==> config.mk <==
export PLATFORM = sky130hd
export DESIGN_NAME = hy_pingpong_loader_flat
export DESIGN_NICKNAME = d
export VERILOG_FILES = /design/src/rtl/hy_pingpong_loader_if.sv /design/src/rtl/hy_pingpong_loader.sv /design/src/flat_wrapper.sv
export SDC_FILE = /design/constraint.sdc
export NUM_CORES = 2
export LEC_CHECK = 0
export CAP_MARGIN = 5
export CORE_MARGIN = 2
export CORE_UTILIZATION = 30
export CTS_CLUSTER_DIAMETER = 200
export DETAILED_ROUTE_END_ITERATION = 8
export REMOVE_ABC_BUFFERS = 1
export SYNTH_ARGS = -nofsm -noshare
export SYNTH_HDL_FRONTEND = slang
export SYNTH_SLANG_ARGS = --single-unit
export TNS_END_PERCENT = 5
==> constraint.sdc <==
create_clock -name clk -period 5.8 [get_ports clk]
set_clock_uncertainty 0.05 [all_clocks]
set_input_delay 1.16 -clock clk [delete_from_list [all_inputs] [get_ports clk]]
set_output_delay 1.16 -clock clk [all_outputs]
set_load 0.02 [all_outputs]
==> src/rtl/hy_pingpong_loader_if.sv <==
// Load, handshake and read bus of the H/Y ping-pong loader.
interface hy_pingpong_loader_if #(
  parameter int N    = 32,
  parameter int ROWS = 4,
  parameter int COLS = 4,
  parameter int YLEN = 8
);
  localparam int RW = (ROWS > 1) ? $clog2(ROWS) : 1;
  localparam int CW = (COLS > 1) ? $clog2(COLS) : 1;
  localparam int YW = (YLEN > 1) ? $clog2(YLEN) : 1;

  logic                 frame_start;
  logic                 H_in_valid;
  logic signed [N-1:0]  H_in_r;
  logic signed [N-1:0]  H_in_i;
  logic                 Y_in_valid;
  logic signed [N-1:0]  Y_in_r;
  logic signed [N-1:0]  Y_in_i;
  logic                 wr_ready;
  logic                 err_overflow;
  logic                 calc_start;
  logic                 bank_valid;
  logic                 rd_bank_id;
  logic [RW-1:0]        h_rd_row;
  logic [CW-1:0]        h_rd_col;
  logic signed [N-1:0]  h_rd_r;
  logic signed [N-1:0]  h_rd_i;
  logic [YW-1:0]        y_rd_addr;
  logic signed [N-1:0]  y_rd_r;
  logic signed [N-1:0]  y_rd_i;
  logic                 calc_done;

  modport master (
    output frame_start, H_in_valid, H_in_r, H_in_i, Y_in_valid, Y_in_r, Y_in_i,
    output h_rd_row, h_rd_col, y_rd_addr, calc_done,
    input  wr_ready, err_overflow, calc_start, bank_valid, rd_bank_id,
    input  h_rd_r, h_rd_i, y_rd_r, y_rd_i
  );

  modport slave (
    input  frame_start, H_in_valid, H_in_r, H_in_i, Y_in_valid, Y_in_r, Y_in_i,
    input  h_rd_row, h_rd_col, y_rd_addr, calc_done,
    output wr_ready, err_overflow, calc_start, bank_valid, rd_bank_id,
    output h_rd_r, h_rd_i, y_rd_r, y_rd_i
  );
endinterface

==> src/rtl/hy_pingpong_loader.sv <==
// Ping-pong H/Y frame loader: one bank fills while the other is read by the
// compute engine; banks move EMPTY -> FILLING -> FULL -> READING -> EMPTY.
module hy_pingpong_loader #(
  parameter int N      = 32,
  parameter int ROWS   = 4,
  parameter int COLS   = 4,
  parameter int YLEN   = 8,
  parameter bit CONJ_Y = 1'b1
) (
  input  logic clk,
  input  logic rst,
  hy_pingpong_loader_if.slave bus
);
  localparam int HN  = ROWS * COLS;
  localparam int HA  = (HN > 1) ? $clog2(HN) : 1;
  localparam int YA  = (YLEN > 1) ? $clog2(YLEN) : 1;
  localparam int HCW = $clog2(HN + 1);
  localparam int YCW = $clog2(YLEN + 1);
  localparam logic signed [N-1:0] S_MAX = {1'b0, {(N-1){1'b1}}};
  localparam logic signed [N-1:0] S_MIN = {1'b1, {(N-1){1'b0}}};

  typedef enum logic [1:0] {EMPTY, FILLING, FULL, READING} bank_st_e;

  // Negation that maps the most negative code to the most positive one
  function automatic logic signed [N-1:0] neg_sat(input logic signed [N-1:0] x);
    return (x == S_MIN) ? S_MAX : -x;
  endfunction

  bank_st_e            bank_st_q [2];
  bank_st_e            bank_st_d [2];
  logic                wr_bank_q, wr_bank_d;
  logic                rd_bank_q, rd_bank_d;
  logic                bank_valid_q, bank_valid_d;
  logic                calc_start_q, calc_start_d;
  logic                err_q, err_d;
  logic [HCW-1:0]      h_cnt_q, h_cnt_d;
  logic [YCW-1:0]      y_cnt_q, y_cnt_d;
  logic signed [N-1:0] h_rd_r_q, h_rd_r_d, h_rd_i_q, h_rd_i_d;
  logic signed [N-1:0] y_rd_r_q, y_rd_r_d, y_rd_i_q, y_rd_i_d;

  logic signed [N-1:0] h_mem_r [2][HN];
  logic signed [N-1:0] h_mem_i [2][HN];
  logic signed [N-1:0] y_mem_r [2][YLEN];
  logic signed [N-1:0] y_mem_i [2][YLEN];

  logic                wr_ready, restart, h_acc, y_acc, frame_done;
  logic [HCW-1:0]      h_base;
  logic [YCW-1:0]      y_base;
  logic [HA-1:0]       h_ridx;
  logic signed [N-1:0] y_store_i;

  assign y_store_i = CONJ_Y ? neg_sat(bus.Y_in_i) : bus.Y_in_i;
  assign h_ridx    = HA'(32'(bus.h_rd_row) * 32'(COLS) + 32'(bus.h_rd_col));

  // Beat acceptance; a restart rewinds the write position to element 0
  always_comb begin
    wr_ready = (bank_st_q[wr_bank_q] == EMPTY) || (bank_st_q[wr_bank_q] == FILLING);
    restart  = bus.frame_start && wr_ready;
    h_base   = restart ? '0 : h_cnt_q;
    y_base   = restart ? '0 : y_cnt_q;
    h_acc    = bus.H_in_valid && wr_ready && (h_base < HCW'(HN));
    y_acc    = bus.Y_in_valid && wr_ready && (y_base < YCW'(YLEN));
  end

  // Bank state, counters, promotion to the reader and release
  always_comb begin
    bank_st_d    = bank_st_q;
    wr_bank_d    = wr_bank_q;
    rd_bank_d    = rd_bank_q;
    bank_valid_d = bank_valid_q;
    calc_start_d = 1'b0;
    err_d        = err_q | (bus.H_in_valid && !h_acc) | (bus.Y_in_valid && !y_acc);
    h_cnt_d      = h_base + HCW'(h_acc);
    y_cnt_d      = y_base + YCW'(y_acc);
    frame_done   = wr_ready && (h_cnt_d == HCW'(HN)) && (y_cnt_d == YCW'(YLEN));
    if (wr_ready) begin
      if (frame_done) begin
        bank_st_d[wr_bank_q] = FULL;
        wr_bank_d            = ~wr_bank_q;
        h_cnt_d              = '0;
        y_cnt_d              = '0;
      end else if (h_acc || y_acc) begin
        bank_st_d[wr_bank_q] = FILLING;
      end else if (restart) begin
        bank_st_d[wr_bank_q] = EMPTY;
      end
    end
    // The writer only touches EMPTY/FILLING banks, so this never collides
    if (bank_valid_q) begin
      if (bus.calc_done) begin
        bank_st_d[rd_bank_q] = EMPTY;
        bank_valid_d         = 1'b0;
        rd_bank_d            = ~rd_bank_q;
      end
    end else if (bank_st_q[rd_bank_q] == FULL) begin
      bank_st_d[rd_bank_q] = READING;
      bank_valid_d         = 1'b1;
      calc_start_d         = 1'b1;
    end
  end

  // Read mux from the current read bank; out-of-range addresses give zero
  always_comb begin
    h_rd_r_d = '0;
    h_rd_i_d = '0;
    y_rd_r_d = '0;
    y_rd_i_d = '0;
    if ((32'(bus.h_rd_row) < 32'(ROWS)) && (32'(bus.h_rd_col) < 32'(COLS))) begin
      h_rd_r_d = h_mem_r[rd_bank_q][h_ridx];
      h_rd_i_d = h_mem_i[rd_bank_q][h_ridx];
    end
    if (32'(bus.y_rd_addr) < 32'(YLEN)) begin
      y_rd_r_d = y_mem_r[rd_bank_q][bus.y_rd_addr];
      y_rd_i_d = y_mem_i[rd_bank_q][bus.y_rd_addr];
    end
  end

  // Control and read-data registers
  always_ff @(posedge clk) begin
    if (rst) begin
      bank_st_q[0] <= EMPTY;
      bank_st_q[1] <= EMPTY;
      wr_bank_q    <= 1'b0;
      rd_bank_q    <= 1'b0;
      bank_valid_q <= 1'b0;
      calc_start_q <= 1'b0;
      err_q        <= 1'b0;
      h_cnt_q      <= '0;
      y_cnt_q      <= '0;
      h_rd_r_q     <= '0;
      h_rd_i_q     <= '0;
      y_rd_r_q     <= '0;
      y_rd_i_q     <= '0;
    end else begin
      bank_st_q    <= bank_st_d;
      wr_bank_q    <= wr_bank_d;
      rd_bank_q    <= rd_bank_d;
      bank_valid_q <= bank_valid_d;
      calc_start_q <= calc_start_d;
      err_q        <= err_d;
      h_cnt_q      <= h_cnt_d;
      y_cnt_q      <= y_cnt_d;
      h_rd_r_q     <= h_rd_r_d;
      h_rd_i_q     <= h_rd_i_d;
      y_rd_r_q     <= y_rd_r_d;
      y_rd_i_q     <= y_rd_i_d;
    end
  end

  // Bank storage, written only into the current write bank
  always_ff @(posedge clk) begin
    if (h_acc) begin
      h_mem_r[wr_bank_q][HA'(h_base)] <= bus.H_in_r;
      h_mem_i[wr_bank_q][HA'(h_base)] <= bus.H_in_i;
    end
    if (y_acc) begin
      y_mem_r[wr_bank_q][YA'(y_base)] <= bus.Y_in_r;
      y_mem_i[wr_bank_q][YA'(y_base)] <= y_store_i;
    end
  end

  assign bus.wr_ready     = wr_ready;
  assign bus.err_overflow = err_q;
  assign bus.calc_start   = calc_start_q;
  assign bus.bank_valid   = bank_valid_q;
  assign bus.rd_bank_id   = rd_bank_q;
  assign bus.h_rd_r       = h_rd_r_q;
  assign bus.h_rd_i       = h_rd_i_q;
  assign bus.y_rd_r       = y_rd_r_q;
  assign bus.y_rd_i       = y_rd_i_q;
endmodule

==> src/flat_wrapper.sv <==
// flat-port wrapper written by rule: the top's interface ports become plain ports
module hy_pingpong_loader_flat 
#(
  parameter int N      = 32,
  parameter int ROWS   = 4,
  parameter int COLS   = 4,
  parameter int YLEN   = 8,
  parameter bit CONJ_Y = 1'b1
)
  (clk, rst, bus_frame_start, bus_H_in_valid, bus_H_in_r, bus_H_in_i, bus_Y_in_valid, bus_Y_in_r, bus_Y_in_i, bus_h_rd_row, bus_h_rd_col, bus_y_rd_addr, bus_calc_done, bus_wr_ready, bus_err_overflow, bus_calc_start, bus_bank_valid, bus_rd_bank_id, bus_h_rd_r, bus_h_rd_i, bus_y_rd_r, bus_y_rd_i);
  hy_pingpong_loader_if #(.N(N), .ROWS(ROWS), .COLS(COLS), .YLEN(YLEN)) bus_i ();
  input  logic clk;
  input  logic rst;
  input wire logic [$bits(bus_i.frame_start)-1:0] bus_frame_start;
  input wire logic [$bits(bus_i.H_in_valid)-1:0] bus_H_in_valid;
  input wire logic [$bits(bus_i.H_in_r)-1:0] bus_H_in_r;
  input wire logic [$bits(bus_i.H_in_i)-1:0] bus_H_in_i;
  input wire logic [$bits(bus_i.Y_in_valid)-1:0] bus_Y_in_valid;
  input wire logic [$bits(bus_i.Y_in_r)-1:0] bus_Y_in_r;
  input wire logic [$bits(bus_i.Y_in_i)-1:0] bus_Y_in_i;
  input wire logic [$bits(bus_i.h_rd_row)-1:0] bus_h_rd_row;
  input wire logic [$bits(bus_i.h_rd_col)-1:0] bus_h_rd_col;
  input wire logic [$bits(bus_i.y_rd_addr)-1:0] bus_y_rd_addr;
  input wire logic [$bits(bus_i.calc_done)-1:0] bus_calc_done;
  output wire logic [$bits(bus_i.wr_ready)-1:0] bus_wr_ready;
  output wire logic [$bits(bus_i.err_overflow)-1:0] bus_err_overflow;
  output wire logic [$bits(bus_i.calc_start)-1:0] bus_calc_start;
  output wire logic [$bits(bus_i.bank_valid)-1:0] bus_bank_valid;
  output wire logic [$bits(bus_i.rd_bank_id)-1:0] bus_rd_bank_id;
  output wire logic [$bits(bus_i.h_rd_r)-1:0] bus_h_rd_r;
  output wire logic [$bits(bus_i.h_rd_i)-1:0] bus_h_rd_i;
  output wire logic [$bits(bus_i.y_rd_r)-1:0] bus_y_rd_r;
  output wire logic [$bits(bus_i.y_rd_i)-1:0] bus_y_rd_i;
  assign bus_i.frame_start = bus_frame_start;
  assign bus_i.H_in_valid = bus_H_in_valid;
  assign bus_i.H_in_r = bus_H_in_r;
  assign bus_i.H_in_i = bus_H_in_i;
  assign bus_i.Y_in_valid = bus_Y_in_valid;
  assign bus_i.Y_in_r = bus_Y_in_r;
  assign bus_i.Y_in_i = bus_Y_in_i;
  assign bus_i.h_rd_row = bus_h_rd_row;
  assign bus_i.h_rd_col = bus_h_rd_col;
  assign bus_i.y_rd_addr = bus_y_rd_addr;
  assign bus_i.calc_done = bus_calc_done;
  assign bus_wr_ready = bus_i.wr_ready;
  assign bus_err_overflow = bus_i.err_overflow;
  assign bus_calc_start = bus_i.calc_start;
  assign bus_bank_valid = bus_i.bank_valid;
  assign bus_rd_bank_id = bus_i.rd_bank_id;
  assign bus_h_rd_r = bus_i.h_rd_r;
  assign bus_h_rd_i = bus_i.h_rd_i;
  assign bus_y_rd_r = bus_i.y_rd_r;
  assign bus_y_rd_i = bus_i.y_rd_i;
  hy_pingpong_loader #(.N(N), .ROWS(ROWS), .COLS(COLS), .YLEN(YLEN), .CONJ_Y(CONJ_Y)) u_core (.clk(clk), .rst(rst), .bus(bus_i));
endmodule
==> out/metrics.yaml <==
drt:
  drt_iter0_drc: 6300
  drc: 0
  antenna_left: 0
  routedWlPerCell_um: 27.67
  routed_via_density: 5.095
  vias: 56530
  wl_met2_um: 151600
  drt-met1-wl_um: 126900
  routed-wl-met3_um: 21590
  dr.pass1.iters: 5
  top_layer_used: "met5"
  wl_um: 307000
critical_path:
  path_delay_family: "simple AND/OR/NAND/NOR gates"
  crit_arrival_ns: 4.65
  crit_path_top_delay_cell: "mux2i_1"
  cp.required_ns: 6.24
  critPathMaxFanout: 16
  cp_num_buf_inv: 2
  worst_setup_path_start_kind: "primary input"
  max_stage_delay_ns: 0.87
  end_kind: "register"
  cp_cell_sequence: "clkdlybuf4s50_1 > inv_1 > ha_1 > nand2b_1 > or3b_1 > nor3_1 > nand2_1 > mux2i_1"
  path_class: "in -> reg"
  r2r_start: "u_core.wr_bank_q"
  crit_start: "bus_Y_in_i[0]"
global_route:
  track_usage_pct: 14.76
  grt_pass1_wl_um: 436300
  grt_overflow_total: 0
  grt_max_degree: 107
  antenna_found_initial: 56
  grt_pass1_vias: 58630
run:
  cap_violations: 0
final_layout:
  fillers: 36060
  area_growth_pct: 18.04
  final_nets: 5709
  finalNonFillerCells: 11090
  layout_commonest_cell: "edfxtp_1"
  drive_gt1_share_pct: 27.19
  final_cell_mix: "3072 x edfxtp_1, 832 x mux4_2, 332 x clkbuf_16"
timing:
  max_freq_mhz: 237.9
  finalCriticalPeriod_ns: 4.204
  fin_crit_sh_pct: 72.49
  slew_headroom_pct: 11.11
  tightest_slew_ns: 1.329
  rsz0062_at_grt: "no"
  setup-violations-final: 0
  maxSlewViolCount: 0
  finalHoldViolations: 0
  holdWs_ns: 0.4733
clock_network:
  cts_setup_buffers: 0
  holdBufCountCts: 0
  cts.path.max_buffers: 4
  clock-sinks: 3219
  cts_made_buffers: 324
  cts_max_level: 5
  cts_tree: "built"
  insertion_delay_ns: 0.88
  clockRootBuffer: "clkbuf_16"
  cts_resized: 0
  clk_pin_slew_ns: 0.06
hold_path:
  hp-class: "reg -> reg"
  min_from: "u_core.bank_st_q[3]"
synthesis:
  synth_warnings: 0
  syn_avg_cell_area_um2: 23.81
  ys_types: 57
  ys_ff_latch: 3219
  ys_seq_area_share_pct: 79.23
  syn_inst: 5046
  synth-edff-count: 3072
  ys_async_sr_fraction_pct: 0
  synthFlopType: "edfxtp_1"
  mappedNetlistArea_mm2: 0.1201
die:
  start_util_pct: 30.10
  std_cell_rows: 232
  dieWidth_um: 636.8
  ios: 274
  dieHeight_um: 636.8
  die_area_mm2: 0.4056
  coreArea_mm2: 0.3991
power:
  ir_drop_mv: 0.3355
  power.leakage_nw: 42.97
  p_per_area_mw_per_mm2: 342.4
placement:
  gp_congestion: 0.7450
  port_buffers: 273
  dp_cells: 10500
  dp_hpwl_um: 171000
outcome:
  outcome: "finished clean"
==> area by class of cell <==
class,count,area [um2],area share (%)
diodes,8,20.02,0.01412
multi-input cells,1547,24160,17.04
repair buffers,459,5218,3.679
inverters,12,45.04,0.03176
flip-flops and latches,3219,95200,67.13
clock buffers,427,8905,6.279
well taps,5265,6588,4.645
clock inverters,157,1684,1.188
==> registers in the layout (all words and copies together) (netlist names), 4 cells and up, named ones only <==
name,cells
u_core.bus.y_rd_i,32
u_core.bank_st_q,4
u_core.bus.h_rd_r,32
u_core.h_mem_r,1024
u_core.bus.y_rd_r,32
u_core.bus.h_rd_i,32
u_core.h_mem_i,1024
u_core.y_mem_r,512
u_core.h_cnt_q,5
u_core.y_cnt_q,4
u_core.y_mem_i,512
==> metal layers <==
layer,vias up,global-route usage (%)
li1,22840,-
met1,30890,19.99
met2,2279,24.85
met3,483,2.692
met4,32,3.118
met5,-,0
==> cell families after synthesis <==
family | share of synthesized area, %
AOI/OAI and AO/OA | 2.135
buffers and inverters | 1.010
adders and majority gates | 0.05207
xor gates and xnor gates | 0.1531
and+or+nand+nor | 1.398
muxes | 16.02
DFF | 79.23
==> tightest hold or removal path, cell delays in order, from the launching register on <==
cell and delay (ns):
dfxtp_1 0.34, nand3_1 0.08, o31ai_1 0.06
==> Yosys cell counts, drive strengths merged (2+ instances only) <==
library cell | instances | area [um2]
a211oi | 2 | 15.01
a21boi | 2 | 15.01
a21oi | 11 | 55.05
a221oi | 105 | 919.6
a22o | 80 | 700.7
and2 | 34 | 212.7
and4 | 2 | 17.52
and4b | 2 | 20.02
buf | 133 | 661.9
clkbuf | 135 | 506.7
dfxtp | 147 | 2943
edfxtp | 3072 | 92250
ha | 5 | 62.56
inv | 12 | 45.04
mux2 | 17 | 191.4
mux2i | 32 | 320.3
mux4 | 832 | 18740
nand2 | 38 | 142.6
nand2b | 19 | 118.9
nand3 | 13 | 65.06
nand3b | 2 | 15.01
nand4 | 4 | 25.02
nor2 | 94 | 352.8
nor2b | 47 | 294.0
nor3 | 16 | 80.08
nor3b | 5 | 37.54
nor4 | 8 | 65.06
o21ai | 25 | 128.9
o221ai | 24 | 210.2
o22a | 15 | 131.4
o22ai | 49 | 306.5
o31ai | 2 | 15.01
or2 | 6 | 37.54
or3 | 18 | 117.6
or4 | 5 | 41.29
xnor2 | 6 | 52.55
xor2 | 15 | 131.4
==> metrics by stage <==
step | utilization [%] | TNS, ns | setup WS (ns) | total power (W) | area, um2
final | 35.53 | 0 | 1.596 | 0.04856 | 141800
after CTS | 35.52 | 0 | 1.551 | 0.04903 | 141800
after global routing | 35.53 | 0 | 1.426 | 0.05000 | 141800
after floorplan | - | -3005.05 | -29.74 | 0.02690 | 119000
after global placement | 32.87 | 0 | 0.7920 | 0.02805 | 131200
after detailed placement | 32.87 | 0 | 0.6617 | 0.02810 | 131200
==> where the power goes <==
| group | internal [W] | total (W) | switching, W | leakage, nW |
|---|---|---|---|---|
| Clock | 0.0123 | 0.0210 | 0.00870 | 5.18 |
| Sequential | 0.0256 | 0.0257 | 0.0000915 | 28.9 |
| Combinational | 0.000715 | 0.00185 | 0.00113 | 8.85 |
==> path summary, 6_finish.rpt <==
path | depth (start not counted) | slack, ns | end
worst max-delay path | 8 | 1.60 | u_core.y_mem_i[0][220]
worst min register to register | 2 | 0.47 | u_core.bank_st_q[2]
worst max register to register | 11 | 1.74 | u_core.y_cnt_q[3]
worst min-delay path | 2 | 0.47 | u_core.bank_st_q[2]
Power figures use the tool's default switching activity.
